==> config.mk <==
export PLATFORM = sky130hd
export DESIGN_NAME = bramac_inst_gen_2sa
export DESIGN_NICKNAME = d
export VERILOG_FILES = /design/src/rtl/bramac_inst_gen_2sa.sv
export SDC_FILE = /design/constraint.sdc
export NUM_CORES = 1
export LEC_CHECK = 0
export BUFFER_PORTS_ARGS = -buffer_cell sky130_fd_sc_hd__buf_2
export CAP_MARGIN = 20
export CORE_MARGIN = 3
export CORE_UTILIZATION = 57
export DETAILED_ROUTE_END_ITERATION = 7
export PLACE_DENSITY = 0.8
export SETUP_SLACK_MARGIN = 0.3
export SYNTH_ARGS = -nofsm -noshare
export SYNTH_HDL_FRONTEND = slang
export SYNTH_SLANG_ARGS = --single-unit
export TNS_END_PERCENT = 20
==> constraint.sdc <==
create_clock -name clk -period 6.4 [get_ports clk]
set_input_delay 0.64 -clock clk [delete_from_list [all_inputs] [get_ports clk]]
set_output_delay 0.64 -clock clk [all_outputs]
set_load 0.03 [all_outputs]
==> src/rtl/bramac_inst_gen_2sa.sv <==
// bramac_inst_gen_2sa: per-cycle BrAMAC 2-SA instruction sequencer; `define BRAMAC_INSTGEN_PERF_EN adds perf_cycles/perf_stall counters
module bramac_inst_gen_2sa #(
    parameter int DWIDTH = 40,
    parameter int READOUT_CYCLES = 2
) (
    input  logic              clk,
    input  logic              reset_bram,
    input  logic              job_valid,
    output logic              job_ready,
    input  logic [1:0]        job_prec,
    input  logic              job_intype,
    input  logic [6:0]        job_num_mac,
    input  logic [6:0]        job_row,
    input  logic [1:0]        job_col,
    input  logic              act_valid,
    output logic              act_ready,
    input  logic [15:0]       act_data,
    output logic [DWIDTH-1:0] inst,
    output logic              comp_en,
    output logic              busy,
    output logic              job_done,
    output logic              job_err
`ifdef BRAMAC_INSTGEN_PERF_EN
    ,
    output logic [15:0]       perf_cycles,
    output logic [7:0]        perf_stall
`endif
);
    typedef enum logic [2:0] {IDLE, WAIT, START, INIT_W1, INIT_W2, RUN, DRAIN, RST} state_t;
    state_t state;
    logic [1:0] prec, col, cnt;
    logic intype, ur, rd, wr, push, pop, pop_slot, last, copy_nxt, illegal;
    logic [6:0] num_mac, row0, k, nxt_k, copy_row;
    logic [3:0] c, nxt_c, len, dcnt;
    logic [15:0] fifo [2];
    logic [15:0] pop_data;
    function automatic logic [DWIDTH-1:0] mk(input logic [1:0] p, input logic t, input logic [3:0] ctl,
                                             input logic [6:0] r, input logic [1:0] cl, input logic [15:0] d);
        mk = '0;
        mk[31:0] = {d, cl, r, ctl, t, p};
    endfunction
    always_comb begin
        len = (prec == 2'b01 ? 4'd2 : prec == 2'b10 ? 4'd4 : 4'd8) + 4'd2 + {3'd0, intype};
        last = c == len - 4'd1 && k == num_mac - 7'd1;
        nxt_c = c == len - 4'd1 ? 4'd0 : c + 4'd1;
        nxt_k = c == len - 4'd1 ? k + 7'd1 : k;
        copy_nxt = state == RUN && !last && nxt_c >= len - 4'd2 && nxt_k < num_mac - 7'd1;
        pop_slot = state == START || state == INIT_W1 || copy_nxt;
        pop = pop_slot && cnt != 2'd0;
        push = act_valid && act_ready;
        pop_data = cnt != 2'd0 ? fifo[rd] : 16'd0;
        copy_row = row0 + {nxt_k[5:0], 1'b0} + 7'd2 + {6'd0, nxt_c == len - 4'd1};
        illegal = job_prec == 2'b00 || job_num_mac == 7'd0 || job_num_mac > 7'd64;
    end
    assign job_ready = state == IDLE;
    assign act_ready = cnt != 2'd2;
    always_ff @(posedge clk) begin
        if (reset_bram) begin
            state <= IDLE;
            inst <= '0;
            comp_en <= 1'b0;
            busy <= 1'b0;
            job_done <= 1'b0;
            job_err <= 1'b0;
            cnt <= 2'd0;
            rd <= 1'b0;
            wr <= 1'b0;
            ur <= 1'b0;
            prec <= 2'b00;
            intype <= 1'b0;
            num_mac <= 7'd0;
            c <= 4'd0;
            k <= 7'd0;
            dcnt <= 4'd0;
        end else begin
            if (push) begin
                fifo[wr] <= act_data;
                wr <= ~wr;
            end
            if (pop) rd <= ~rd;
            cnt <= cnt + 2'(push) - 2'(pop);
            job_done <= 1'b0;
            job_err <= 1'b0;
            case (state)
                IDLE: if (job_valid) begin
                    if (illegal) begin
                        job_done <= 1'b1;
                        job_err <= 1'b1;
                    end else begin
                        prec <= job_prec;
                        intype <= job_intype;
                        num_mac <= job_num_mac;
                        row0 <= job_row;
                        col <= job_col;
                        k <= 7'd0;
                        ur <= 1'b0;
                        busy <= 1'b1;
                        inst <= mk(job_prec, job_intype, 4'b0000, 7'd0, 2'd0, 16'd0);
                        state <= WAIT;
                    end
                end
                WAIT: if (cnt == 2'd2) begin
                    comp_en <= 1'b1;
                    inst <= mk(prec, intype, 4'b0010, 7'd0, 2'd0, 16'd0);
                    state <= START;
                end
                START: begin
                    inst <= mk(prec, intype, 4'b0000, row0, col, pop_data);
                    state <= INIT_W1;
                end
                INIT_W1: begin
                    inst <= mk(prec, intype, 4'b0000, row0 + 7'd1, col, pop_data);
                    state <= INIT_W2;
                end
                INIT_W2: begin
                    c <= 4'd0;
                    inst <= mk(prec, intype, 4'b0000, 7'd0, 2'd0, 16'd0);
                    state <= RUN;
                end
                RUN: if (last) begin
                    dcnt <= 4'd0;
                    inst <= mk(prec, intype, 4'b0000, 7'd0, 2'd0, 16'd0);
                    state <= DRAIN;
                end else begin
                    c <= nxt_c;
                    k <= nxt_k;
                    ur <= ur | (copy_nxt && cnt == 2'd0);
                    inst <= mk(prec, intype, {nxt_c == len - 4'd1 && nxt_k == num_mac - 7'd1, copy_nxt, 2'b00},
                               copy_nxt ? copy_row : 7'd0, copy_nxt ? col : 2'd0, copy_nxt ? pop_data : 16'd0);
                end
                DRAIN: if (dcnt == 4'(READOUT_CYCLES - 1)) begin
                    inst <= mk(prec, intype, 4'b0001, 7'd0, 2'd0, 16'd0);
                    state <= RST;
                end else begin
                    dcnt <= dcnt + 4'd1;
                end
                RST: begin
                    inst <= '0;
                    comp_en <= 1'b0;
                    busy <= 1'b0;
                    job_done <= 1'b1;
                    job_err <= ur;
                    state <= IDLE;
                end
                default: state <= IDLE;
            endcase
        end
    end
`ifdef BRAMAC_INSTGEN_PERF_EN
    always_ff @(posedge clk) begin
        if (reset_bram || (state == IDLE && job_valid)) begin
            perf_cycles <= 16'd0;
            perf_stall <= 8'd0;
        end else begin
            if (comp_en && perf_cycles != 16'hFFFF) perf_cycles <= perf_cycles + 16'd1;
            if (state == WAIT && perf_stall != 8'hFF) perf_stall <= perf_stall + 8'd1;
        end
    end
`endif
endmodule

### After elaboration in Yosys (flattened, before gate mapping)

Memories as Yosys holds them, arrays and structs flattened. A register that Yosys moved wholly into a read port is not among the register bits.
Cells that the tools add are included.

| operators by class | value |
|---|---|
| add/sub/neg operators | 14 |
| $lt $le $gt $ge | 3 |
| equality and inequality tests | 23 |
| mux-type cells | 47 |
| bitwise operators | 5 |
| reductions and logical operators | 32 |

Operators by type and width:

| kind | number |
|---|---|
| one-hot mux 40 bit (8 select lines) | 1 |
| two-way mux 40 bit | 4 |
| two-way mux 7 bit | 5 |
| two-way mux 16 bit | 2 |
| two-way mux 32 bit | 1 |
| two-way mux 4 bit | 6 |
| one-hot mux 3 bit (8 select lines) | 1 |
| inequality test 2 bit (second input constant) | 8 |
| one-hot mux 4 bit (2 select lines) | 2 |
| two-way mux 3 bit | 5 |
| adder 7 x 1 -> 7 bit (second input constant) | 2 |
| == test 7 bit | 2 |
| one-hot mux 7 bit (2 select lines) | 1 |
| two-way mux 1 bit | 13 |
| == test 3 bit (second input constant) | 4 |
| AND reduction 4 bit | 3 |
| nonzero test 2 bit | 6 |
| one-hot mux 1 bit (2 select lines) | 5 |
| AND reduction 3 bit | 3 |
| adder 4 x 1 -> 4 bit (second input constant) | 2 |
| == test 4 bit | 2 |
| logical AND 1 bit | 8 |
| adder 7 x 1 -> 7 bit | 1 |
| adder 7 x 2 -> 7 bit (second input constant) | 1 |
| other kinds (26) | 36 |

| storage, ports and cells | value |
|---|---|
| flip-flop bits (word level) | 86 |
| memory bits (writable) | 32 |
| input port bits | 39 |
| output and inout bits | 46 |
| word-level logic and storage cells | 143 |
| memories | 1 |

Memories:

| name | depth | width | rd ports | clocked after memory_dff | write ports | RTL line | source |
|---|---|---|---|---|---|---|---|
| fifo | 2 | 16 | 1 | 1 | 1 | 35 | `logic [15:0] fifo [2];` |

### Logic depth before layout (Yosys ltp)

Gate-level depths: netlist of run 1.

| depth | value |
|---|---|
| depth after elaboration | 16 |
| mapped depth | 21 |
| mapped depth without buffers | 21 |

### Least setup slack after synthesis of run 1

OpenSTA, ideal clock, no wires.

| timing | value |
|---|---|
| kind | register to register |
| start | register prec[1] |
| end | register cnt[1] |
| library setup time | 128 ps |
| data arrival time | 4321 ps |
| required time | 6272 ps |
| path slack | 1952 ps |
| cell stages (with the launch flop) | 22 |
| path buffers | 0 |
| period minus slack after synthesis | 4448 ps |
| cell sequence | dfxtp_1 > inv_1 > ha_1 > xor2_1 > mux2_2 > or4_1 > nor2_1 > xnor2_1 > inv_1 > ha_1 > nand4_1 > a21oi_1 > a2111oi_0 > o21ai_0 > nor3_1 > o2bb2ai_1 > ha_1 > inv_1 > ha_1 > xor2_1 > xnor2_1 > nor2_1 |

| between the ends | value |
|---|---|
| cells in the longest elaborated chain, start to end | 15 |
| elaborated cells between the ends (all ways) | 21 |
| classes of those cells | add/sub (5); order compare (2); eq/ne (3); mux (4); reduce/logical (7) |

RTL lines:

| item | RTL line | source |
|---|---|---|
| start, declared | 31 | `logic [1:0] prec, col, cnt;` |
| start signal, assigned | 90 | `prec <= job_prec;` |
| == test 2 bit | 43 | `len = (prec == 2'b01 ? 4'd2 : prec == 2'b10 ? 4'd4 : 4'd8) + 4'd2 + {3'd0, intype};` |
| two-way mux 4 bit | 43 |  |
| two-way mux 4 bit * | 43 |  |
| adder 4 x 2 -> 4 bit * | 43 |  |
| adder 4 x 1 -> 4 bit * | 43 |  |
| branches (longest 6 deep; another with less-than comparator 7 bit) | -- |  |
| logical AND 1 bit * | 47 | `copy_nxt = state == RUN && !last && nxt_c >= len - 4'd2 && nxt_k < num_mac - 7'd1;` |
| logical OR 1 bit * | 48 | `pop_slot = state == START \|\| state == INIT_W1 \|\| copy_nxt;` |
| logical AND 1 bit * | 49 | `pop = pop_slot && cnt != 2'd0;` |
| via pop | 32 | `logic intype, ur, rd, wr, push, pop, pop_slot, last, copy_nxt, illegal;` |
| subtractor 2 x 1 -> 2 bit * | 81 | `cnt <= cnt + 2'(push) - 2'(pop);` |
| end signal, assigned | 81 |  |
| end, declared | 31 |  |

Mark *: on every way through the listed nets, which the timed path passes.
A chain may end at the register's enable or synchronous reset.

### Worst setup path in the final report of run 1

Ends and elaborated chain as after synthesis.

==> results.txt, run 1 <==
* Fraction of layout cells with a size suffix above 1: 20.22%
- Final hold vios: 0
- Achievable Freq: 0.1937 GHz
* Placed insts: 746
- Across all layers, the routed design uses 4370 vias.
* Max H-tree Level: 3
- Measured against its own limit, the worst slew margin works out to 35.71%.
- Final cell count without fillers: 762
- In the synthesized netlist, the cells that appear most often are 70 x sky130_fd_sc_hd__dfxtp_1, 63 x sky130_fd_sc_hd__nor2_1, 45 x sky130_fd_sc_hd__nand2_1.
- The signal on the critical path passes through inv_1, ha_1, xor2_1, mux2_2, nor3_4, and4_1, nand3_1, xnor2_1, ha_1, nand4_1, a21oi_1, a2111oi_0, o21ai_0, nor3_1, o2bb2ai_1, ha_1, inv_1, ha_1, xor2_1, xnor2_1, nor2_1.
- Critical setup path kind: reg -> reg
* Seq/Total Area, Yosys: 46.21%
* Core area: 0.009459 sq mm
- Quantity of hold-fixing buffers added after cts: 0
- R2R depth: 21
- Average wire per cell in the routed design: 16.42 um
* Worst Clk Skew: 17.80 ps
* DIE AREA: ~0.011 sq mm
* Run status: finished clean
- Final TNS setup: 0 ps
- The detail route stage leaves a number of antenna-violating nets equal to 0.
- 85 I/O pins were placed.
- First-pass iteration count of the detailed router: 4
- Counting instances, the worst hold path has a depth of 1.
- Die outline height: 106.0 um
- Once the clock tree was built, the resizer swapped 0 gates to a different size.
- In the routed design, unresolved DRC markers number 0.
* GRT Residual Overflow: 0
- TritonCTS built the clock tree.
- Setup repair after global routing left no endpoint under its margin.
* Fraction of synthesized cell area taken by the top area cell type: 24.60%
- Sorting the synthesized cells by area gives the leading types as sky130_fd_sc_hd__dfxtp_1 25%, sky130_fd_sc_hd__edfxtp_1 22%, sky130_fd_sc_hd__ha_1 7.2%.
* Total count of max-transition violations in the final report: 0
- Clock tree synthesis inserted a total of 9 buffers.
- Period utilisation layout: approximately 81%
- Kind of end point of the critical path: flip-flop
- Leakage component of the power: around 2.6 nW
- Data required, critical path: between 6000 and 7000 ps
- During placement, the flow inserted port buffers numbering between 70 and 80.
* Synth Register Bits: roughly 110
- For this configuration, the core starts out at a cell density of 60.22%.
- Post CTS Setup Buffer Count: 0
- Pin count of the biggest net entering global routing: 61
- The clock period could shrink to 5162 ps.
* Most common cell in the netlist: sky130_fd_sc_hd__dfxtp_1
* Number of design-rule violations left by the first detailed-router iteration: 259
- Critical-path cell with the highest stage delay: sky130_fd_sc_hd__nor3_4
- Max cap viols: 0
- Critical path peak fanout: 16
- The final layout contains routed wiring with a total length of 12520 um.
* Area Overhead vs Synth: 11.20%
- The floorplan has 35 rows.
* Via count of the first global-routing pass: 4395
- Setup violations remaining at the end of the flow were counted as 0.
- Nets: 701
* Ys flop type: sky130_fd_sc_hd__dfxtp_1
- Gate count of the mapped netlist: 563
- After routing the design area is 0.006335 sq mm.
- IR drop worst, VDD: about 0.00021 V
- Yosys mapped a number of flops with a built-in enable equal to 41.
- sky130_fd_sc_hd__dfxtp_1 takes more of the synthesized area than any other cell.
* Insertion delay to the later sink of the worst-skew pair: 390 ps
- The path class of the tightest hold or removal check is in -> reg.
* Max Root-Sink Buffers: 2
* Crit path DAT: between 5000 and 6000 ps
- After detailed placement, the total cell area comes to 0.006112 sq mm.
- After detailed routing, the number of vias per cell comes to 5.735.
* Number of antenna violations at the first check in global routing: 0
* Clk sinks: between 100 and 150
* Slowest stage delay, CP: about 540 ps
* Critical path startpoint category: flip-flop
- Measured along the x axis, the die boundary spans 106.0 um.
* Cell type with the highest occurrence count on the critical path: sky130_fd_sc_hd__ha_1
- Final RePlAce weighted congestion: 0.9470
- Antenna cells: 0
- Slew at the pin with the worst max-slew slack: approximately 960 ps
- Counting distinct cell types in the post-synthesis netlist gives 69.
- Clock tree synthesis selected as its root buffer the cell sky130_fd_sc_hd__clkbuf_8.
* Mean Syn Cell Area: 10.12 sq um
- Proportion of synthesized flip-flops having asynchronous set or reset: 0%
* Wire length of the first global-routing pass: 20660 um
- Power density relative to cell area: 262.6 mW/mm^2
- In this run the cell area of the synthesized design comes to 0.005697 sq mm.
- After clock tree synthesis, the clock-pin slew on the worst setup and hold paths is 120 ps.
* DPL Wire Length: 9086 um
- Global Route Usage Sum: a little under a quarter
- The Yosys step of the flow raised 0 warnings.
final timing paths:
kind                            slack (ps)                    end             startpoint
worst max-delay path                  1240      cnt[1]$_SDFF_PP0_   prec[1]$_SDFFE_PP0P_
worst min-delay path                   420      row0[4]$_DFFE_PP_             job_row[4]
worst max register to register        1240      cnt[1]$_SDFF_PP0_   prec[1]$_SDFFE_PP0P_
worst min register to register         460  inst[21]$_SDFFE_PP0P_  inst[21]$_SDFFE_PP0P_
layer usage:
| metal | up-vias | wire [um] | track usage, % |
|---|---|---|---|
| met1 | 2110 | 5397 | 28.95 |
| li1 | 2113 | - | - |
| met5 | - | 0 | 0 |
| met4 | 0 | 161 | 6.290 |
| met3 | 15 | 829 | 6.800 |
| met2 | 132 | 6126 | 38.34 |
critical path: cells and delay by family, from the launching register on:
| kind | cells | cell delay (ps) |
|---|---|---|
| buf+inv | 2 | 110 |
| simple gates | 6 | 1450 |
| compound gates | 4 | 980 |
| flops | 1 | 440 |
| xor+xnor | 4 | 690 |
| mux | 1 | 390 |
| fa+ha+maj | 4 | 990 |
logic make-up after synthesis:
logic type | synth area share, %
AND/OR/NAND/NOR | 15.44
flip-flops | 46.21
AO/OA/AOI/OAI | 12.91
buffers and inverters | 4.941
XOR/XNOR | 6.150
multiplexers | 6.677
adder cells (fa/ha/maj) | 7.599
other | 0.06583
stage by stage:
stage | hold WS, ps | setup slack (ps) | power [W] | utilization, %
after floorplan | 441.8 | 1952 | 0.001132 | -
after global placement | 431.5 | 1572 | 0.001216 | 64.62
after detailed placement | 440.6 | 1356 | 0.001232 | 64.62
after CTS | 406.8 | 1300 | 0.001675 | 66.97
after global routing | 396.1 | 734.0 | 0.001751 | 66.97
final | 422.9 | 1238 | 0.001664 | 66.97
cell type report:
| class | instances | area [sq um] |
|---|---|---|
| tap | 129 | 161.4 |
| fill | 760 | 3124 |
| clock buffer | 9 | 123.9 |
| sequential | 111 | 2633 |
| timing repair buffer | 80 | 410.4 |
| clock inverter | 7 | 98.84 |
| multi-input combinational | 404 | 2825 |
| inverter | 22 | 82.58 |
power breakdown:
group	internal, W	leakage, nW	switching [W]	total [W]
sequential	0.000788	0.942	0.0000535	0.000842
combinational	0.000132	1.51	0.000242	0.000375
clock	0.000163	0.109	0.000284	0.000447
state kept, by name, indices dropped and copies added, names as in the netlist, 2 cells and up, named ones only:
signal	count
c	4
cnt	2
col	2
dcnt	4
fifo	32
inst	32
k	7
num_mac	7
prec	2
row0	7
state	3
placed cells by master, fill, tap and decap left out, drive strengths merged, types with 7 or more instances in the layout:
cell / n
a21oi: 36
buf: 80
clkbuf: 9
conb: 8
dfxtp: 70
edfxtp: 41
ha: 33
inv: 25
mux2: 8
mux2i: 29
nand2: 45
nand2b: 9
nand3: 7
nor2: 63
nor3: 10
o21ai: 26
xnor2: 23
xor2: 17
Power figures use the tool's default switching activity.
==> inputs of run 2 (changes only) <==
--- a/config.mk
+++ b/config.mk
@@ -5,12 +5,13 @@
 export SDC_FILE = /design/constraint.sdc
 export NUM_CORES = 1
 export LEC_CHECK = 0
+export ABC_AREA = 1
 export BUFFER_PORTS_ARGS = -buffer_cell sky130_fd_sc_hd__buf_2
 export CAP_MARGIN = 20
 export CORE_MARGIN = 3
-export CORE_UTILIZATION = 57
+export CORE_UTILIZATION = 58
 export DETAILED_ROUTE_END_ITERATION = 7
-export PLACE_DENSITY = 0.8
+export PLACE_DENSITY = 0.81
 export SETUP_SLACK_MARGIN = 0.3
 export SYNTH_ARGS = -nofsm -noshare
 export SYNTH_HDL_FRONTEND = slang
==> constraint.sdc (replaced) <==
create_clock -name clk -period 5 [get_ports clk]
set_input_delay 0.5 -clock clk [delete_from_list [all_inputs] [get_ports clk]]
set_output_delay 0.5 -clock clk [all_outputs]
set_load 0.03 [all_outputs]
==> results.txt, run 2 <==
* Final RePlAce weighted congestion: 0.9374 (-1.0%)
- Most common cell in the netlist: sky130_fd_sc_hd__nand2_1
- # port buffers: 76 (unchanged)
- Max H-tree Level: 3 (unchanged)
* Worst Clk Skew: 21.90 ps (+4.103 ps)
- The width of the chip came to 106.8 um (+0.75%).
- Period utilisation layout: 82.21% (+1.5 points)
- The aggregate negative setup slack came to 0 ps (unchanged).
* Slowest stage delay, CP: 380 ps (-160 ps)
* ANT nets after route: 0 (unchanged)
- Ranked by instance count, the synthesized netlist is headed by 168 x sky130_fd_sc_hd__nand2_1, 89 x sky130_fd_sc_hd__nor2_1, 86 x sky130_fd_sc_hd__inv_1.
* Average wire per cell in the routed design: 14.66 um (-11%)
- Synth Register Bits: 111 (unchanged)
- The minimum clock period is 4110 ps (-1052 ps).
- Leakage component of the power: 3.131 nW (+22%)
- Worst slew margin relative to its limit: 38.44% (+2.7 points)
- Number of antenna violations at the first check in global routing: 0 (unchanged)
- Core area: 0.009819 sq mm (+3.8%)
- The maximum fanout count along the critical path was 13 (-3).
- RSZ-0062 raised after global routing: false
- The mean number of vias per cell was 5.331 (-7.0%).
* Wire length of the first global-routing pass: 23060 um (+12%)
* Insertion delay to the later sink of the worst-skew pair: 400 ps (about the same)
- Post-layout util: 66.76% (-0.21 points)
- The post-CTS clock slew at the launch and capture registers of the worst setup and hold paths came to 120 ps (about the same).
- Number of design-rule violations left by the first detailed-router iteration: 286 (+10%)
* DPL Wire Length: 10230 um (+13%)
* Slew at the pin with the worst max-slew slack: 922.1 ps (-42.15 ps)
* Number of resized instances in the post-cts repair step: 0 (unchanged)
- The required time at the endpoint of the critical path is 5320 ps (-1350 ps).
- Row count: 36 (+2.9%)
* Cell Area, Synth: 0.005889 sq mm (+3.4%)
- The detailed-route DRC error count is 0 (unchanged).
- Max Root-Sink Buffers: 2 (unchanged)
* Critical path startpoint category: flip-flop
* WHS Endpoint: row0[3]$_DFFE_PP_
- The total power per unit cell area is 283.8 mW/mm^2 (+8.1%).
- Global Route Usage Sum: 25.34% (+2.4 points)
- Top area cells in the synthesized netlist: sky130_fd_sc_hd__dfxtp_1 24%, sky130_fd_sc_hd__edfxtp_1 21%, sky130_fd_sc_hd__nand2_1 11%
- Leaving out fill and tap cells, the most frequent cell in the layout is sky130_fd_sc_hd__nand2_1.
- First-pass iteration count of the detailed router: 5 (+1)
- The count of yosys warnings during synthesis came to 0 (unchanged).
* Largest regs: fifo (32), inst (32)
- Number of buffers created by CTS: 9 (unchanged)
- The sequential fraction of the synthesis area is 44.70% (-1.5 points).
- Antenna cells: 0 (unchanged)
- Total count of max-transition violations in the final report: 0 (unchanged)
- The share of final-layout standard cells stronger than drive strength 1 was 14.60% (-5.6 points).
- The I/O pin total came to 85 (unchanged).
* R2R depth: 25 (+19%)
- Achievable Freq: 0.2433 GHz (+26%)
- Critical setup path kind: reg -> reg
- Final hold vios: 0 (unchanged)
- The reported max-cap violation count is 0 (unchanged).
* Worst hold path stage count: 1 (unchanged)
* GRT Residual Overflow: 0 (unchanged)
- In this run the worst hold path is classified as in -> reg.
- The detailed-route via count came to 5091 (+16%).
* Quantity of hold-fixing buffers added after cts: 0 (unchanged)
- Root buf cell: sky130_fd_sc_hd__clkbuf_8
* Most frequent cells in the layout: 168 x sky130_fd_sc_hd__nand2_1, 89 x sky130_fd_sc_hd__nor2_1, 86 x sky130_fd_sc_hd__inv_1
- The distinct cell type count after synthesis is 40 (-42%).
- The number of post-CTS setup repair buffers was 0 (unchanged).
- DIE AREA: 0.01140 sq mm (+1.5%)
* Die outline height: 106.8 um (+0.75%)
- The area added between synthesis and finish is 11.30% (about the same).
* Nets: 890 (+27%)
- The pin count of the biggest net entering global routing was 36 (-41%).
* Post-synth EDFFs: 41 (unchanged)
- Run status: finished clean
* Total Routed Length: 14000 um (+12%)
- The endpoint identified for the worst register-to-register timing path is cnt[1]$_SDFF_PP0_.
- The via count of the first global-routing pass is 4991 (+14%).
* Fraction of synthesized cell area taken by the top area cell type: 23.79% (-0.80 points)
- Mean Syn Cell Area: 7.916 sq um (-22%)
- The count of mapped cells out of synthesis was 744 (+32%).
- Leading area contributor after synthesis: sky130_fd_sc_hd__dfxtp_1
* IR drop worst, VDD: 0.0001646 V (-22%)
* Critical-path cell with the highest stage delay: sky130_fd_sc_hd__dfxtp_1
- The startpoint identified for the worst hold timing path is job_row[3].
- Crit path DAT: 4430 ps (-1000 ps)
* Clock tree from TritonCTS: done
- The starting utilization of the core area came to 59.98% (-0.25 points).
- Worst reg2reg setup slack: 890 ps (-350 ps)
- The worst setup path is captured at a flip-flop.
* Number of endpoints failing setup at the final stage: 0 (unchanged)
- The async set-reset flop share out of synthesis was 0% (unchanged).
- The clock sink count is 111 (unchanged).
* Ys flop type: sky130_fd_sc_hd__dfxtp_1
* Critical register-to-register path startpoint: prec[1]$_SDFFE_PP0P_
## run 2: changes by cell type after synthesis, moves of 8 or more
| cell | change |
|---|---|
| sky130_fd_sc_hd__nand2_1 | +123 |
| sky130_fd_sc_hd__inv_1 | +64 |
| sky130_fd_sc_hd__nand3_1 | +45 |
| sky130_fd_sc_hd__nor2_1 | +26 |
| sky130_fd_sc_hd__xnor2_1 | -22 |
| sky130_fd_sc_hd__mux2i_1 | -13 |
| sky130_fd_sc_hd__o21ai_0 | +11 |
| sky130_fd_sc_hd__nand2b_1 | -9 |
| sky130_fd_sc_hd__o22ai_1 | +9 |
| sky130_fd_sc_hd__a21oi_1 | +8 |
| sky130_fd_sc_hd__mux2_2 | -8 |
## run 2: worst max-delay path: cells and delay by family (launching register included)
kind                     cells  cell delay (ps)
AO/OA/AOI/OAI                6              790
buffers and inverters        4              340
flip-flops                   1              380
XOR/XNOR                     2              350
AND/OR/NAND/NOR              9             1310
adder cells (fa/ha/maj)      4              910
## run 2: worst max path at each step
stage | end | slack (ps) | start
after floorplan | cnt[1]$_SDFF_PP0_ | 1550 | prec[0]$_SDFFE_PP0P_
after detailed placement | cnt[1]$_SDFF_PP0_ | 990 | prec[1]$_SDFFE_PP0P_
after global routing | cnt[1]$_SDFF_PP0_ | 430 | prec[1]$_SDFFE_PP0P_
after CTS | cnt[1]$_SDFF_PP0_ | 950 | prec[0]$_SDFFE_PP0P_
after global placement | cnt[1]$_SDFF_PP0_ | 1110 | prec[0]$_SDFFE_PP0P_
final | cnt[1]$_SDFF_PP0_ | 890 | prec[1]$_SDFFE_PP0P_
## run 2: logic make-up after synthesis
logic type / Yosys count / synth area share (%)
multiplexers: 16 / 2.719
other: 1 / 0.06367
flip-flops: 111 / 44.70
adder cells (fa/ha/maj): 34 / 7.351
XOR/XNOR: 16 / 2.380
buffers and inverters: 122 / 8.732
AO/OA/AOI/OAI: 98 / 8.838
AND/OR/NAND/NOR: 346 / 25.22
## run 2: per-stage QoR
step | hold WS (ps) | total power [W] | worst slack (ps) | instance area, sq um | std cells
2_1_floorplan | 430.1 | 0.001241 | 1550 | 5916 | 751
3_3_place_gp | 436.8 | 0.001315 | 1110 | 6347 | 938
3_5_place_dp | 443.6 | 0.001328 | 986.2 | 6347 | 938
4_1_cts | 262.0 | 0.001867 | 945.6 | 6544 | 954
5_1_grt | 260.1 | 0.001941 | 425.0 | 6555 | 955
6_report | 275.8 | 0.001860 | 889.6 | 6555 | 955
## run 2: layout make-up
class | count | area [sq um]
Tap cell | 133 | 166.4
Clock buffer | 9 | 123.9
Inverter | 95 | 356.6
Fill cell | 883 | 3264
Multi-Input combinational cell | 518 | 2774
Clock inverter | 7 | 72.57
Timing Repair Buffer | 82 | 429.2
Sequential cell | 111 | 2633
## run 2: routing by layer
layer / part of all wire (%) / GRT usage, % / vias up
met2: 50 / 44.33 / 146
met3: 6.3 / 4.515 / 38
met4: 2.7 / 11.42 / 0
met1: 41 / 30.38 / 2337
met5: 0 / 0 / -
li1: - / - / 2570
## run 2: power breakdown
part | switching (W) | leakage [nW] | internal, W | total, W
Combinational | 0.000212 | 2.09 | 0.0000997 | 0.000311
Clock | 0.000353 | 0.102 | 0.000198 | 0.000551
Sequential | 0.0000252 | 0.943 | 0.000973 | 0.000998
Total | 0.000589 | 3.13 | 0.00127 | 0.00186
